$ cat config.mk
export PLATFORM = sky130hd
export DESIGN_NAME = scmp_bus_arb_flat
export DESIGN_NICKNAME = d
export VERILOG_FILES = /design/src/rtl/scmp_bus_arb_pkg.sv /design/src/rtl/scmp_bus_arb_if.sv /design/src/rtl/scmp_bus_arb_pick.sv /design/src/rtl/scmp_bus_arb.sv /design/src/flat_wrapper.sv
export SDC_FILE = /design/constraint.sdc
export NUM_CORES = 1
export LEC_CHECK = 0
export CAP_MARGIN = 5
export CORE_UTILIZATION = 43
export CTS_BUF_LIST = sky130_fd_sc_hd__clkbuf_8
export CTS_CLUSTER_DIAMETER = 120
export DETAILED_ROUTE_END_ITERATION = 12
export PLACE_DENSITY = 0.83
export SYNTH_ARGS = -nofsm -noshare
export SYNTH_HDL_FRONTEND = slang
export SYNTH_HIERARCHICAL = 1
export SYNTH_SLANG_ARGS = --single-unit
$ cat constraint.sdc
create_clock -name clk -period 2 [get_ports clk]
set_input_delay 0.3 -clock clk [delete_from_list [all_inputs] [get_ports clk]]
set_output_delay 0.3 -clock clk [all_outputs]
set_load 0.1 [all_outputs]
$ cat src/rtl/scmp_bus_arb_pkg.sv
// -----------------------------------------------------------------------------
// scmp_arb_pak -- shared definitions for the SCMP two-port bus arbiter.
//   * arb_state_e   : arbiter FSM state encoding
//   * OWN_CPU/OWN_DMA : port index values carried on 'owner'
//   * WAIT_MIN_LO/HI  : legal range of the WAIT_MIN strobe-length parameter
//   * strb_load()     : strobe counter load value for a given WAIT_MIN
// -----------------------------------------------------------------------------
package scmp_arb_pak;

  typedef enum logic [1:0] {
    ST_IDLE = 2'd0,
    ST_ADDR = 2'd1,
    ST_STRB = 2'd2,
    ST_DONE = 2'd3
  } arb_state_e;

  localparam logic OWN_CPU = 1'b0;
  localparam logic OWN_DMA = 1'b1;

  localparam int WAIT_MIN_LO = 1;
  localparam int WAIT_MIN_HI = 15;

  // The counter is loaded with WAIT_MIN-1 so that a zero count means the
  // minimum strobe length has been served. Out-of-range values are clamped
  // so the 4-bit counter can never be loaded with a wrapped value.
  function automatic logic [3:0] strb_load(input int wait_min);
    int w;
    if (wait_min < WAIT_MIN_LO)      w = WAIT_MIN_LO;
    else if (wait_min > WAIT_MIN_HI) w = WAIT_MIN_HI;
    else                             w = wait_min;
    return 4'(w - 1);
  endfunction

endpackage

$ cat src/rtl/scmp_bus_arb_if.sv
// -----------------------------------------------------------------------------
// scmp_bus_arb_if -- bundle of the arbiter's request ports and memory bus.
//   CPU port : cpu_req, cpu_we, cpu_addr[11:0], cpu_wdata[7:0] -> cpu_ack
//   DMA port : dma_req, dma_we, dma_addr[11:0], dma_wdata[7:0] -> dma_ack
//   Shared   : rdata[7:0] (last read data), owner (0=CPU, 1=DMA)
//   Memory   : mem_addr[11:0], mem_d_o[7:0], mem_ads_n, mem_rd_n, mem_wr_n
//              out; mem_d_i[7:0], mem_hold in
// Modports:
//   master : the arbiter's view (it masters the memory bus)
//   slave  : the environment's view (requesters plus memory device)
// -----------------------------------------------------------------------------
interface scmp_bus_arb_if;

  logic        cpu_req;
  logic        cpu_we;
  logic [11:0] cpu_addr;
  logic [7:0]  cpu_wdata;
  logic        cpu_ack;

  logic        dma_req;
  logic        dma_we;
  logic [11:0] dma_addr;
  logic [7:0]  dma_wdata;
  logic        dma_ack;

  logic [7:0]  rdata;
  logic        owner;

  logic [11:0] mem_addr;
  logic [7:0]  mem_d_o;
  logic [7:0]  mem_d_i;
  logic        mem_ads_n;
  logic        mem_rd_n;
  logic        mem_wr_n;
  logic        mem_hold;

  modport master (
    input  cpu_req, cpu_we, cpu_addr, cpu_wdata,
    input  dma_req, dma_we, dma_addr, dma_wdata,
    input  mem_d_i, mem_hold,
    output cpu_ack, dma_ack, rdata, owner,
    output mem_addr, mem_d_o, mem_ads_n, mem_rd_n, mem_wr_n
  );

  modport slave (
    output cpu_req, cpu_we, cpu_addr, cpu_wdata,
    output dma_req, dma_we, dma_addr, dma_wdata,
    output mem_d_i, mem_hold,
    input  cpu_ack, dma_ack, rdata, owner,
    input  mem_addr, mem_d_o, mem_ads_n, mem_rd_n, mem_wr_n
  );

endinterface

$ cat src/rtl/scmp_bus_arb_pick.sv
// -----------------------------------------------------------------------------
// scmp_arb_pick -- combinational grant select for the two request ports.
// Optional feature macro: SCMP_ARB_RR_EN (round-robin tie-break).
// Ports:
//   i_cpu_req, i_dma_req : current requests
//   i_last_grant         : port granted last (only with SCMP_ARB_RR_EN)
//   o_any                : at least one request is pending
//   o_grant              : selected port (OWN_CPU / OWN_DMA)
// A single requester always wins; on a tie the CPU wins, or with
// SCMP_ARB_RR_EN the port not granted last wins.
// -----------------------------------------------------------------------------
module scmp_arb_pick
  import scmp_arb_pak::*;
(
  input  logic i_cpu_req,
  input  logic i_dma_req,
`ifdef SCMP_ARB_RR_EN
  input  logic i_last_grant,
`endif
  output logic o_any,
  output logic o_grant
);

  assign o_any = i_cpu_req | i_dma_req;

  always_comb begin
    // NOTE: assigning a default before any branch keeps this purely
    // combinational; a path that leaves o_grant unassigned would infer a latch.
    o_grant = OWN_CPU;
    if (i_cpu_req && i_dma_req) begin
`ifdef SCMP_ARB_RR_EN
      o_grant = ~i_last_grant;
`else
      o_grant = OWN_CPU;
`endif
    end else if (i_dma_req) begin
      o_grant = OWN_DMA;
    end
  end

endmodule

$ cat src/rtl/scmp_bus_arb.sv
// -----------------------------------------------------------------------------
// scmp_bus_arb -- arbitrates a CPU port and a DMA port onto one external
// strobed memory bus, one transaction at a time (IDLE -> ADDR -> STRB -> DONE).
// Optional feature macro: SCMP_ARB_RR_EN (round-robin tie-break, adds a
// last-grant register; otherwise the CPU always wins ties).
// Parameters:
//   WAIT_MIN : minimum strobe length in clocks (1..15)
// Ports:
//   clk   : sole clock, rising edge
//   rst_n : synchronous active-low reset
//   bus   : scmp_bus_arb_if.master (request ports, shared results, memory bus)
// All bus outputs are registered.
// -----------------------------------------------------------------------------
module scmp_bus_arb #(
  parameter int WAIT_MIN = 1
) (
  input logic            clk,
  input logic            rst_n,
  scmp_bus_arb_if.master bus
);
  import scmp_arb_pak::*;

  localparam logic [3:0] LP_STRB_LOAD = strb_load(WAIT_MIN);

  arb_state_e  r_state;
  logic        r_we;
  logic [3:0]  r_cnt;
  logic        r_ads_n;
  logic        r_rd_n;
  logic        r_wr_n;
  logic        r_cpu_ack;
  logic        r_dma_ack;
  logic [7:0]  r_rdata;
  logic        r_owner;
  logic [11:0] r_mem_addr;  // doubles as the latched request address
  logic [7:0]  r_mem_d_o;   // doubles as the latched write data
`ifdef SCMP_ARB_RR_EN
  logic        r_last_grant;
`endif

  logic        w_any;
  logic        w_grant;

  scmp_arb_pick u_pick (
    .i_cpu_req    (bus.cpu_req),
    .i_dma_req    (bus.dma_req),
`ifdef SCMP_ARB_RR_EN
    .i_last_grant (r_last_grant),
`endif
    .o_any        (w_any),
    .o_grant      (w_grant)
  );

  // NOTE: every register here uses non-blocking assignment so all state
  // updates see pre-edge values, independent of statement order.
  always_ff @(posedge clk) begin
    if (!rst_n) begin
      r_state      <= ST_IDLE;
      r_we         <= 1'b0;
      r_cnt        <= 4'd0;
      r_ads_n      <= 1'b1;
      r_rd_n       <= 1'b1;
      r_wr_n       <= 1'b1;
      r_cpu_ack    <= 1'b0;
      r_dma_ack    <= 1'b0;
      r_rdata      <= 8'h00;
      r_owner      <= OWN_CPU;
      r_mem_addr   <= 12'h000;
      r_mem_d_o    <= 8'h00;
`ifdef SCMP_ARB_RR_EN
      r_last_grant <= OWN_DMA;  // so the CPU wins the first tie
`endif
    end else begin
      r_cpu_ack <= 1'b0;
      r_dma_ack <= 1'b0;
      case (r_state)
        ST_IDLE: begin
          if (w_any) begin
            r_owner <= w_grant;
`ifdef SCMP_ARB_RR_EN
            r_last_grant <= w_grant;
`endif
            if (w_grant == OWN_DMA) begin
              r_we       <= bus.dma_we;
              r_mem_addr <= bus.dma_addr;
              r_mem_d_o  <= bus.dma_we ? bus.dma_wdata : 8'h00;
            end else begin
              r_we       <= bus.cpu_we;
              r_mem_addr <= bus.cpu_addr;
              r_mem_d_o  <= bus.cpu_we ? bus.cpu_wdata : 8'h00;
            end
            r_ads_n <= 1'b0;
            r_state <= ST_ADDR;
          end
        end
        ST_ADDR: begin
          r_ads_n <= 1'b1;
          r_rd_n  <= r_we;
          r_wr_n  <= ~r_we;
          r_cnt   <= LP_STRB_LOAD;
          r_state <= ST_STRB;
        end
        ST_STRB: begin
          // mem_hold only matters once the minimum length has been served.
          if (r_cnt != 4'd0) begin
            r_cnt <= r_cnt - 4'd1;
          end else if (!bus.mem_hold) begin
            r_rd_n    <= 1'b1;
            r_wr_n    <= 1'b1;
            if (!r_we) r_rdata <= bus.mem_d_i;
            r_cpu_ack <= (r_owner == OWN_CPU);
            r_dma_ack <= (r_owner == OWN_DMA);
            r_state   <= ST_DONE;
          end
        end
        ST_DONE: begin
          r_mem_addr <= 12'h000;
          r_mem_d_o  <= 8'h00;
          r_state    <= ST_IDLE;
        end
        default: r_state <= ST_IDLE;
      endcase
    end
  end

  assign bus.cpu_ack   = r_cpu_ack;
  assign bus.dma_ack   = r_dma_ack;
  assign bus.rdata     = r_rdata;
  assign bus.owner     = r_owner;
  assign bus.mem_addr  = r_mem_addr;
  assign bus.mem_d_o   = r_mem_d_o;
  assign bus.mem_ads_n = r_ads_n;
  assign bus.mem_rd_n  = r_rd_n;
  assign bus.mem_wr_n  = r_wr_n;

endmodule

$ cat src/flat_wrapper.sv
// flat-port wrapper written by rule: the top's interface ports become plain ports
module scmp_bus_arb_flat import scmp_arb_pak::*;
#(
  parameter int WAIT_MIN = 1
)
  (clk, rst_n, bus_cpu_req, bus_cpu_we, bus_cpu_addr, bus_cpu_wdata, bus_dma_req, bus_dma_we, bus_dma_addr, bus_dma_wdata, bus_mem_d_i, bus_mem_hold, bus_cpu_ack, bus_dma_ack, bus_rdata, bus_owner, bus_mem_addr, bus_mem_d_o, bus_mem_ads_n, bus_mem_rd_n, bus_mem_wr_n);
  scmp_bus_arb_if bus_i ();
  input logic clk;
  input logic rst_n;
  input wire logic [$bits(bus_i.cpu_req)-1:0] bus_cpu_req;
  input wire logic [$bits(bus_i.cpu_we)-1:0] bus_cpu_we;
  input wire logic [$bits(bus_i.cpu_addr)-1:0] bus_cpu_addr;
  input wire logic [$bits(bus_i.cpu_wdata)-1:0] bus_cpu_wdata;
  input wire logic [$bits(bus_i.dma_req)-1:0] bus_dma_req;
  input wire logic [$bits(bus_i.dma_we)-1:0] bus_dma_we;
  input wire logic [$bits(bus_i.dma_addr)-1:0] bus_dma_addr;
  input wire logic [$bits(bus_i.dma_wdata)-1:0] bus_dma_wdata;
  input wire logic [$bits(bus_i.mem_d_i)-1:0] bus_mem_d_i;
  input wire logic [$bits(bus_i.mem_hold)-1:0] bus_mem_hold;
  output wire logic [$bits(bus_i.cpu_ack)-1:0] bus_cpu_ack;
  output wire logic [$bits(bus_i.dma_ack)-1:0] bus_dma_ack;
  output wire logic [$bits(bus_i.rdata)-1:0] bus_rdata;
  output wire logic [$bits(bus_i.owner)-1:0] bus_owner;
  output wire logic [$bits(bus_i.mem_addr)-1:0] bus_mem_addr;
  output wire logic [$bits(bus_i.mem_d_o)-1:0] bus_mem_d_o;
  output wire logic [$bits(bus_i.mem_ads_n)-1:0] bus_mem_ads_n;
  output wire logic [$bits(bus_i.mem_rd_n)-1:0] bus_mem_rd_n;
  output wire logic [$bits(bus_i.mem_wr_n)-1:0] bus_mem_wr_n;
  assign bus_i.cpu_req = bus_cpu_req;
  assign bus_i.cpu_we = bus_cpu_we;
  assign bus_i.cpu_addr = bus_cpu_addr;
  assign bus_i.cpu_wdata = bus_cpu_wdata;
  assign bus_i.dma_req = bus_dma_req;
  assign bus_i.dma_we = bus_dma_we;
  assign bus_i.dma_addr = bus_dma_addr;
  assign bus_i.dma_wdata = bus_dma_wdata;
  assign bus_i.mem_d_i = bus_mem_d_i;
  assign bus_i.mem_hold = bus_mem_hold;
  assign bus_cpu_ack = bus_i.cpu_ack;
  assign bus_dma_ack = bus_i.dma_ack;
  assign bus_rdata = bus_i.rdata;
  assign bus_owner = bus_i.owner;
  assign bus_mem_addr = bus_i.mem_addr;
  assign bus_mem_d_o = bus_i.mem_d_o;
  assign bus_mem_ads_n = bus_i.mem_ads_n;
  assign bus_mem_rd_n = bus_i.mem_rd_n;
  assign bus_mem_wr_n = bus_i.mem_wr_n;
  scmp_bus_arb #(.WAIT_MIN(WAIT_MIN)) u_core (.clk(clk), .rst_n(rst_n), .bus(bus_i));
endmodule
==> results_dict.tcl <==
set metrics [dict create \
    outcome "finished, final reports clean" \
    dp_hpwl_um 3450 \
    synthAdderAreaFrac_pct 3.84 \
    end_kind "register" \
    min_period_over_period_pct 89.7 \
    fmax_mhz 557 \
    crit_required_ns 2.21 \
    r2r-start "u_core/r_cnt[0]" \
    syn-cell-area_um2 1960 \
    fin_crit_ns 1.79 \
    hold_path_startpoint "u_core/bus.mem_d_o[7]" \
    yosysMostFrequentCell "dfxtp_1" \
    ys_warn_count 6 \
    grt_max_degree 31 \
    drc 0 \
    p_leak_uw 0.00119 \
    internal-power_uw 1860 \
    layout-drive-gt1-share_pct 16.5 \
    port_buffers 88 \
    ys_types 32 \
    dieArea_um2 4820 \
    drt-initial-drc-count 113 \
    placed_cell_area_um2 2850 \
    initial_core_util_pct 44.9 \
    ir_drop_mv 0.725 \
    ff2ff_path_depth 6 \
    antenna_found_initial 0 \
    wl_per_cell_um 12.9 \
    pin_count 89 \
    path_max_fanout 8 \
    r2r-end "u_core/bus.rdata[1]" \
    clk_pin_slew_ns 0.07 \
    p_sw_uw 1840 \
    grt_usage_pct 20.6 \
    syn2layout_area_growth_pct 49.7 \
    rows 24 \
    hold_class "reg -> reg" \
    power.share.clock_pct 13.4 \
    swShare_pct 49.7 \
    cts.sinks 41 \
    postLayoutCellArea_um2 2930 \
    drv_slew 0 \
    setup_viol 0 \
    layoutNonFillerInstCount 362 \
    path_class "reg -> reg" \
    clk-insertion-delay-late_ns 0.29 \
    rsz0062_at_grt "no" \
    cellPowerDensity_nw_per_um2 1260 \
    async_flop_share_pct 0 \
    finalNetCount 370 \
    seq_power_share_pct 28.9 \
    drt_first_pass_iters 4 \
    die_h_um 69.5 \
    yosysTopAreaCellShare_pct 41.9 \
    p_comb_share_pct 57.7 \
    worstMarginPinSlew_ns 0.354 \
    ctsHoldBuffers 0 \
    post_synth_and_or_nand_nor_area_fraction_pct 20.5 \
    numPlacedInstances 354 \
    reg2reg_slack_ns 0.21 \
    cts_setup_buffers 0 \
    synth_top_family_by_area "simple AND/OR/NAND/NOR gates" \
    skew_ns 0.00860 \
    relSlewSlack_pct 76.3 \
    synthTopCellsByArea "dfxtp_1 (42%), mux2i_1 (12%), nand2_1 (5.6%), a2bb2oi_1 (5.4%), ha_1 (3.8%)" \
    clk_path_buf_depth 2 \
    drt.antenna.violating_nets 0 \
    place.gp.congestion 0.787 \
    cts_tree "yes" \
    synth_compound_area_share_pct 17.0 \
    synth_nets 283 \
    antennaDiodeCount 0 \
    grt-ovfl-total 0 \
    critPathLaunchType "register" \
    fin_tns_setup_ns 0 \
    synth_commonest_cells "dfxtp_1 (41), nand2_1 (29), mux2i_1 (23), nor2_1 (17), clkbuf_1 (14)" \
    cts_root_buf "clkbuf_8" \
    synth.largest_area_cell "dfxtp_1" \
    min_to "u_core/bus.mem_d_o[7]" \
    finalHoldViolations 0 \
    drv_cap 0 \
    die_w_um 69.5 \
    synth_mux_area_share_pct 11.8 \
    grt_pass1_wl_um 8140 \
    cts_buffers 5 \
    ctsResizeCount 0 \
    grt_pass1_vias 1830 \
    synth_seq_cells 41 \
    wl_um 4670 \
    vias 1855 \
    whs_path_depth 2 \
    synthXorXnorAreaFrac_pct 0 \
    htreeDepth 2 \
    yosysSeqAreaShare_pct 41.9 \
    worst_ep_arrival_time_ns 2.00 \
    core_area_um2 4350 \
    post_synth.cell_area_avg_um2 8.81 \
    synth_flop_cell "dfxtp_1" \
    via_per_inst 5.12 \
    syn_inst 222 \
    synth_edf_count 0 \
]
how the worst max path moves through the flow:
stage	start	to	slack, ns	depth (start not counted)
5_1_grt	u_core/r_cnt[0]	u_core/bus.rdata[1]	0.05	6
3_3_place_gp	bus_cpu_req	u_core/bus.mem_addr[4]	0.27	6
3_5_place_dp	bus_cpu_req	u_core/bus.mem_addr[5]	0.22	6
6_report	u_core/r_cnt[0]	u_core/bus.rdata[1]	0.21	6
4_1_cts	u_core/r_cnt[0]	u_core/bus.rdata[1]	0.21	6
2_1_floorplan	u_core/r_cnt[0]	u_core/bus.rdata[0]	0.23	6
flip-flops by register name (all words and copies together) (netlist names), 2 cells and up:
name,flops
u_core/bus.mem_addr,12
u_core/bus.mem_d_o,8
u_core/bus.rdata,8
u_core/r_cnt,4
u_core/r_state,2
logic make-up after synthesis:
kind of cell / Yosys count
DFF: 41
buffers and inverters: 25
muxes: 23
AOI/OAI and AO/OA: 47
adders and majority gates: 6
and+or+nand+nor: 80
layout by cell type, fill, tap and decap left out:
cell type and n:
and2_1 1, nor2_1 17, or2_1 1, clkbuf_8 5, buf_12 2, mux2i_2 1, o2111ai_1 1, a2bb2oi_1 12
nand3b_1 9, o21ai_0 4, nor2b_2 1, nand2b_1 2, nor2b_1 2, nand2_1 29, nor3_1 2, ha_1 6
mux2i_1 22, a221oi_1 1, a311oi_1 1, o41ai_1 1, buf_4 41, nand4b_1 1, or3b_1 1, nand4_1 1
dfxtp_1 41, clkdlybuf4s50_1 54, nand3_1 11, a211oi_1 4, nor4_4 1, a21o_1 8, nor3b_1 1, a21oi_1 12
o211ai_1 2, inv_1 11, o21a_1 1
worst max-delay path, cell delays in order (launching register included):
cell and delay (ns):
dfxtp_1 0.34, inv_1 0.08, ha_1 0.20, or3b_1 0.49
nor4_4 0.17, buf_4 0.23, mux2i_1 0.21
power by group through the flow:
stage	Sequential (uW)	Combinational, uW	Clock (uW)
4_1_cts	1070	2150	514
3_3_place_gp	1090	2110	0
3_5_place_dp	1090	2150	0
6_report	1070	2140	496
2_1_floorplan	1980	688	0
5_1_grt	1090	2270	538
stage by stage:
stage               setup WS (ns)  total power, uW  utilization (%)  hold slack, ns
finish                      0.206             3710             67.3           0.458
global route               0.0494             3900             67.3           0.474
CTS                         0.210             3740             67.3           0.457
detailed placement          0.221             3240             65.5           0.447
global placement            0.266             3200             65.5           0.443
floorplan                   0.233             2670                -           0.442
cell type report:
class / count / area (um2)
well taps: 52 / 65.1
clock inverters: 3 / 11.3
repair buffers: 97 / 888
fillers: 357 / 1420
flip-flops and latches: 41 / 821
multi-input cells: 156 / 1050
clock buffers: 5 / 68.8
inverters: 8 / 30.0
layer usage:
metal	part of all wire [%]	global-route usage [%]	up-vias
li1	-	-	950
met1	44	24.2	841
met2	49	36.0	60
met3	6.5	6.10	4
met4	0.77	5.90	0
met5	0	0	-
Power figures use the tool's default switching activity.
